[config.mk]
export PLATFORM = sky130hd
export DESIGN_NAME = nfc_status_responder
export DESIGN_NICKNAME = d
export VERILOG_FILES = /design/src/rtl/nfc_status_responder.sv
export SDC_FILE = /design/constraint.sdc
export NUM_CORES = 1
export LEC_CHECK = 0
export ABC_AREA = 1
export CORE_UTILIZATION = 49
export CTS_BUF_LIST = sky130_fd_sc_hd__clkbuf_4 sky130_fd_sc_hd__clkbuf_8
export DETAILED_ROUTE_END_ITERATION = 12
export PLACE_DENSITY = 0.85
export SYNTH_ARGS = -nofsm -noshare
export SYNTH_HDL_FRONTEND = slang
export SYNTH_SLANG_ARGS = --single-unit
export TNS_END_PERCENT = 10
[constraint.sdc]
create_clock -name iSystemClock -period 2.68 [get_ports iSystemClock]
set_input_delay 0.536 -clock iSystemClock [delete_from_list [all_inputs] [get_ports iSystemClock]]
set_output_delay 0.536 -clock iSystemClock [all_outputs]
set_load 0.005 [all_outputs]
[src/rtl/nfc_status_responder.sv]
// Device-side responder for NAND Read Status (70h) and Read Status Enhanced (78h).
// Oversamples the async-mode bus pins and returns the addressed LUN's live status on each RE# strobe.
module nfc_status_responder #(
   parameter int NumberOfLUNs = 4,
   parameter int LUNShift     = 19
) (
   input  logic                      iSystemClock,
   input  logic                      iReset,
   input  logic                      iCE_n,
   input  logic                      iCLE,
   input  logic                      iALE,
   input  logic                      iWE_n,
   input  logic                      iRE_n,
   input  logic [7:0]                iDQ,
   input  logic [8*NumberOfLUNs-1:0] iLUNStatus,
   output logic [7:0]                oDQ,
   output logic                      oDQOutEnable,
   output logic [2:0]                oSelectedLUN,
   output logic [15:0]               oStatusReadCount
);

   typedef enum logic [1:0] {
      StIdle,
      StAddr,
      StStatus
   } state_t;

   localparam int PinCE  = 12;
   localparam int PinCLE = 11;
   localparam int PinALE = 10;
   localparam int PinWE  = 9;
   localparam int PinRE  = 8;

   localparam logic [12:0] PinsIdle = {1'b1, 1'b0, 1'b0, 1'b1, 1'b1, 8'h00};
   localparam logic [3:0]  NumLUNs  = 4'(NumberOfLUNs);

   logic [12:0] pinsMeta_q, pinsSync_q;
   logic        wePrev_q, rePrev_q;

   logic        ceHigh_q, cmdEvt_q, addrEvt_q, reFallEvt_q, reRiseEvt_q;
   logic [7:0]  evtByte_q;

   state_t      state_q;
   logic [1:0]  addrCount_q;
   logic [15:0] rowLow_q;
   logic [2:0]  servedLUN_q;
   logic        servedValid_q;
   logic [7:0]  dq_q;
   logic        oe_q;
   logic [2:0]  selLUN_q;
   logic [15:0] count_q;

   logic        weRise_d, reFall_d, reRise_d, latchOk_d;
   logic [23:0] rowFull_d;
   logic [2:0]  lunIdx_d;
   logic        lunIdxValid_d;
   logic [7:0]  liveStatus_d;
   logic [15:0] count_d;

   // Two-stage synchronizer plus a previous-value register on the strobes for edge detection.
   always_ff @(posedge iSystemClock or posedge iReset) begin
      if (iReset) begin
         pinsMeta_q <= PinsIdle;
         pinsSync_q <= PinsIdle;
         wePrev_q   <= 1'b1;
         rePrev_q   <= 1'b1;
      end else begin
         pinsMeta_q <= {iCE_n, iCLE, iALE, iWE_n, iRE_n, iDQ};
         pinsSync_q <= pinsMeta_q;
         wePrev_q   <= pinsSync_q[PinWE];
         rePrev_q   <= pinsSync_q[PinRE];
      end
   end

   assign weRise_d  = pinsSync_q[PinWE] & ~wePrev_q;
   assign reFall_d  = ~pinsSync_q[PinRE] & rePrev_q;
   assign reRise_d  = pinsSync_q[PinRE] & ~rePrev_q;
   assign latchOk_d = weRise_d & ~pinsSync_q[PinCE];

   // Detected events are registered together with the DQ byte that was on the bus at the WE# edge.
   always_ff @(posedge iSystemClock or posedge iReset) begin
      if (iReset) begin
         ceHigh_q    <= 1'b1;
         cmdEvt_q    <= 1'b0;
         addrEvt_q   <= 1'b0;
         reFallEvt_q <= 1'b0;
         reRiseEvt_q <= 1'b0;
         evtByte_q   <= 8'h00;
      end else begin
         ceHigh_q    <= pinsSync_q[PinCE];
         cmdEvt_q    <= latchOk_d & pinsSync_q[PinCLE] & ~pinsSync_q[PinALE];
         addrEvt_q   <= latchOk_d & pinsSync_q[PinALE] & ~pinsSync_q[PinCLE];
         reFallEvt_q <= reFall_d;
         reRiseEvt_q <= reRise_d;
         evtByte_q   <= pinsSync_q[7:0];
      end
   end

   assign rowFull_d     = {evtByte_q, rowLow_q};
   assign lunIdx_d      = 3'(rowFull_d >> LUNShift);
   assign lunIdxValid_d = ({1'b0, lunIdx_d} < NumLUNs);
   assign count_d       = (count_q == 16'hFFFF) ? count_q : count_q + 16'd1;

   always_comb begin
      liveStatus_d = 8'h00;
      if (servedValid_q) begin
         for (int k = 0; k < NumberOfLUNs; k++) begin
            if (servedLUN_q == 3'(k)) liveStatus_d = iLUNStatus[8*k +: 8];
         end
      end
   end

   // CE# high outranks everything, and a WE# event outranks a coincident RE# edge.
   always_ff @(posedge iSystemClock or posedge iReset) begin
      if (iReset) begin
         state_q       <= StIdle;
         addrCount_q   <= 2'd0;
         rowLow_q      <= 16'h0000;
         servedLUN_q   <= 3'd0;
         servedValid_q <= 1'b0;
         dq_q          <= 8'h00;
         oe_q          <= 1'b0;
         selLUN_q      <= 3'd0;
         count_q       <= 16'd0;
      end else if (ceHigh_q) begin
         state_q     <= StIdle;
         oe_q        <= 1'b0;
         addrCount_q <= 2'd0;
      end else if (cmdEvt_q) begin
         oe_q        <= 1'b0;
         addrCount_q <= 2'd0;
         if (evtByte_q == 8'h70) begin
            state_q       <= StStatus;
            servedLUN_q   <= selLUN_q;
            servedValid_q <= 1'b1;
         end else if (evtByte_q == 8'h78) begin
            state_q <= StAddr;
         end else begin
            state_q <= StIdle;
         end
      end else if (addrEvt_q && state_q == StAddr) begin
         case (addrCount_q)
            2'd0: begin
               rowLow_q[7:0] <= evtByte_q;
               addrCount_q   <= 2'd1;
            end
            2'd1: begin
               rowLow_q[15:8] <= evtByte_q;
               addrCount_q    <= 2'd2;
            end
            default: begin
               addrCount_q <= 2'd0;
               state_q     <= StStatus;
               servedLUN_q <= lunIdx_d;
               if (lunIdxValid_d) begin
                  selLUN_q      <= lunIdx_d;
                  servedValid_q <= 1'b1;
               end else begin
                  servedValid_q <= 1'b0;
               end
            end
         endcase
      end else if (state_q == StStatus && reFallEvt_q) begin
         dq_q    <= liveStatus_d;
         oe_q    <= 1'b1;
         count_q <= count_d;
      end else if (state_q == StStatus && reRiseEvt_q) begin
         oe_q <= 1'b0;
      end
   end

   assign oDQ              = dq_q;
   assign oDQOutEnable     = oe_q;
   assign oSelectedLUN     = selLUN_q;
   assign oStatusReadCount = count_q;

endmodule

=== Word level (Yosys, flattened, before mapping) ===
Index checks and enable logic that the tools add are counted.
Widths: inputs -> output; s select.

* $lt $le $gt $ge: 1
* Reductions and logical operators: 15
* Bitwise gates (word level): 19
* Equal/unequal tests: 13
* Muxes and demuxes: 29
* Add/sub/neg operators: 1

{| class="wikitable"
|+ Operators with widths
! cell !! number
|-
| $mux 8 || 5
|-
| $add 16x1->16 const B || 1
|-
| $eq 16x16->1 const B || 1
|-
| $eq 8x7->1 const B || 2
|-
| $mux 2 || 8
|-
| $mux 3 || 4
|-
| $mux 1 || 11
|-
| $not 1->1 || 11
|-
| $reduce_and 5->1 || 2
|-
| $and 1x1->1 || 8
|-
| $reduce_and 4->1 || 2
|-
| $eq 3x2->1 const B || 2
|-
| $eq 2x1->1 const B || 2
|-
| $ne 2x1->1 const B || 2
|-
| $pmux 2 s2 || 1
|-
| $reduce_and 2->1 || 2
|-
| $reduce_bool 4->1 || 1
|-
| $eq 3x1->1 const B || 1
|-
| $logic_and 1x1->1 || 3
|-
| $logic_not 3->1 || 1
|-
| $lt 3x3->1 const B || 1
|-
| $ne 3x1->1 const B || 1
|-
| $ne 3x3->1 const B || 1
|-
| $reduce_bool 3->1 || 1
|-
| other kinds (4) || 4
|}

* Register bits after elaboration: 77
* Word-level logic and storage cells: 96
* Input bits: 47

=== Longest topological paths before layout ===
* Word-level depth: 7
* Gate-level depth with buffers: 9

=== Least setup slack after synthesis ===
No wires, ideal clock.

* Path kind: flip-flop to flip-flop
* Start: register count_q[0], in the netlist oStatusReadCount[0]
* End: register count_q[13], in the netlist oStatusReadCount[13]
* Cell stages (with the launch flop): 10
* Path buffers: 1
* Data arrival time: 1389 ps
* Required time: 2564 ps
* Clock period less this slack: 1505 ps
* Slack: 1175 ps
* Cells stage by stage: dfrtp_1 > ha_1 > inv_1 > nor2_4 > nand2_2 > nor2_4 > nor2_4 > buf_6 > nand2_1 > nand2_1

* Word-level cells in the longest chain between the ends: 3
* Elaborated cells on any way between the ends: 4

{| class="wikitable"
|+ Ends and longest elaborated chain
! element !! line !! text
|-
| start: declaration || 51 || <nowiki>logic [15:0] count_q;</nowiki>
|-
| start signal: assignment || 166 || <nowiki>count_q <= count_d;</nowiki>
|-
| branches (longest 3 deep; another with $add 16x1->16) || n/a ||
|}

Parallel ways; which one is timed is not known.
A chain may end at the register's enable or synchronous reset.

=== Worst setup path in the final report ===
* Start: register count_q[2], in the netlist oStatusReadCount[2]
* End: output port oStatusReadCount[2]

{| class="wikitable"
|+ RTL lines
! element !! line !! text
|-
| end: declaration || 19 || <nowiki>output logic [15:0] oStatusReadCount</nowiki>
|}

No word-level cell between the ends.

==> results.toml <==
[timing]
setup_tns_ns = 0
finalCriticalPeriod_ns = 1.91
fmax_mhz = 524
layout_setup_ws_ns = 0.771
finalClockSkew_ns = 0.0110
hold_violations = 0
hold_slack_ns = 0.350
drv_slew = 0
rsz0062_at_grt = "no"
finalCritPeriodShare_pct = 71.2
setup_violations = 0
relSlewSlack_pct = 65.9
tightest_slew_ns = 0.509

[clocking]
cts_buffer_depth = 2
cts_tree = "built"
ctsResizeCount = 0
htree_num_levels = 3
numCtsBuffers = 9
cts_setup_buffers = 0
clkLatencyLatePin_ns = 0.34
ctsHoldBuffers = 0
root_buffer = "clkbuf_8"
cts.clk_slew.worst_paths_ns = 0.08
cts.sinks = 77

[floorplanning]
io_pins = 75
row_count = 29
fp.dieW_um = 85.0
die_h_um = 85.0
core_sq_um = 6490
die_area_sq_um = 7230
start_util_pct = 52.0

[global_routing]
gr-total-overflow = 0
grt_start_max_net_pins = 45
antenna_found_initial = 0
grt_pass1_vias = 2684
track_usage_pct = 20.8
grt_pass1_wl_um = 11700

[place]
dp_hpwl_um = 4980
place_ws_ns = 0.893
place_inst = 538
port_buffers = 74
place_congestion = 0.819
placed_area_sq_um = 4210

[critical_path]
path_class = "reg2out"
worstPathMaxFanout = 7
critPathCaptureType = "output pin"
cp_data_arrival_time_ns = 1.37
cp_slowest_cell = "clkdlybuf4s50_1"
path_cells = "clkdlybuf4s50_1"
cpLargestDelayFamily = "buffers and inverters"
cp_num_buf_inv = 1
regToRegStartpoint = "oStatusReadCount[0]"
cp-start-kind = "flop"
cp-startpoint = "oStatusReadCount[2]"
max_stage_delay_ns = 0.55
cp.required_ns = 2.14

[layout]
drive_above_1_share_pct = 10.9
area_growth_pct = 29.9
final_area_sq_um = 4390
final_common_cell = "nand2_1"
nets = 520
fin_util_pct = 67.6
antenna_cells = 0
fin_cells = 554
final_cell_mix = "nand2_1 (122), clkdlybuf4s50_1 (74), dfrtp_1 (68)"

[logic_synthesis]
synth_edf_count = 0
syn_avg_cell_area_sq_um = 8.66
ys_async_sr_fraction_pct = 100
synth_nets = 438
synth-seq-cells = 77
syn_area_sq_um = 3380
ys_warn_count = 0
synth_area_leaders = "dfrtp_1 (50%), nand2_1 (14%), dfstp_2 (7.0%)"
ys_seq_area_share_pct = 57.4
yosys.area.top_type = "dfrtp_1"
netlist_instances = 390
synthFlopType = "dfrtp_1"
netlist.area_leader.share_pct = 50.4
yosys.cell_types.count = 28

[detailed_routing]
drt_iter0_drc = 145
antenna_left = 0
top_layer_used = "met4"
wl_met2_um = 3290
wire_per_inst_um = 12.2
routed_wl_um = 6730
vias = 2735
vias_per_cell = 4.94
wl_met3_um = 455
drc_errors = 0
drtPass1Iterations = 4
wl_met1_um = 2900

[hold_path]
min_from = "pinsMeta_q[1]"
worstHoldPathType = "reg2reg"

[pwr]
leakagePower_nw = 2.00
power_mw = 2.57
peakVddDrop_mv = 0.415
power.density_nw_per_um2 = 586

[flow_run]
cap_violations = 0

[outcome]
outcome = "complete, no violations"
[logic make-up after synthesis]
group                    after synthesis  synth area share (%)
AND/OR/NAND/NOR                      206                  26.4
flip-flops                            77                  57.4
buffers and inverters                 53                  6.41
AO/OA/AOI/OAI                         47                  7.85
XOR/XNOR                               6                  1.56
adder cells (fa/ha/maj)                1                 0.370
[final timing paths]
| kind | cells past startpoint | slack [ns] | end |
|---|---|---|---|
| min in group asynchronous | 2 | 0.46 | pinsMeta_q[10] |
| worst max-delay path | 1 | 0.77 | oStatusReadCount[2] |
| worst min register to register | 0 | 0.35 | pinsSync_q[1] |
| worst min-delay path | 0 | 0.35 | pinsSync_q[1] |
| worst max register to register | 7 | 0.86 | oStatusReadCount[14] |
| max in group asynchronous | 3 | 1.59 | rePrev_q |
[registers in the layout, indices dropped and copies added (netlist names)]
register / count
addrCount_q: 2
addrEvt_q: 1
ceHigh_q: 1
cmdEvt_q: 1
evtByte_q: 8
oDQ: 8
oDQOutEnable: 1
oSelectedLUN: 3
oStatusReadCount: 16
pinsMeta_q: 13
pinsSync_q: 13
reFallEvt_q: 1
rePrev_q: 1
reRiseEvt_q: 1
servedLUN_q: 3
servedValid_q: 1
state_q: 2
wePrev_q: 1
[final cells by class]
cell class / count / area, sq um
well taps: 77 / 96.3
multi-input cells: 260 / 1220
repair buffers: 76 / 768
fillers: 510 / 2110
flip-flops and latches: 77 / 1940
clock buffers: 10 / 131
inverters: 48 / 180
clock inverters: 6 / 51.3
[power breakdown]
group	leakage [nW]	switching, mW	internal, mW	total (mW)
sequential	0.957	0.0781	1.26	1.34
clock	0.0921	0.439	0.363	0.802
combinational	0.953	0.197	0.235	0.431
total	2.00	0.714	1.86	2.57
[Yosys cell counts (3+ instances only)]
| master | n |
|---|---|
| a21oi_1 | 10 |
| dfrtp_1 | 68 |
| dfstp_2 | 9 |
| inv_1 | 46 |
| nand2_1 | 122 |
| nand3_1 | 17 |
| nand4_1 | 8 |
| nor2_1 | 42 |
| nor2_2 | 3 |
| nor2_4 | 3 |
| nor3_1 | 3 |
| o21ai_0 | 27 |
| o21ai_2 | 8 |
| xnor2_1 | 4 |
[layer usage]
metal	up-vias	global-route usage (%)
met5	-	0
met4	0	8.32
met3	7	5.54
met2	87	36.1
met1	1256	24.6
li1	1385	-
[worst reg2reg max path, stage by stage (launching register included)]
cell     delay [ns]
dfrtp_1        0.46
ha_1           0.29
inv_1          0.10
nor2_4         0.14
nand2_2        0.10
o21ai_2        0.43
nand2_1        0.13
nand2_1        0.10
No activity file was read; power rests on OpenSTA's default activity.
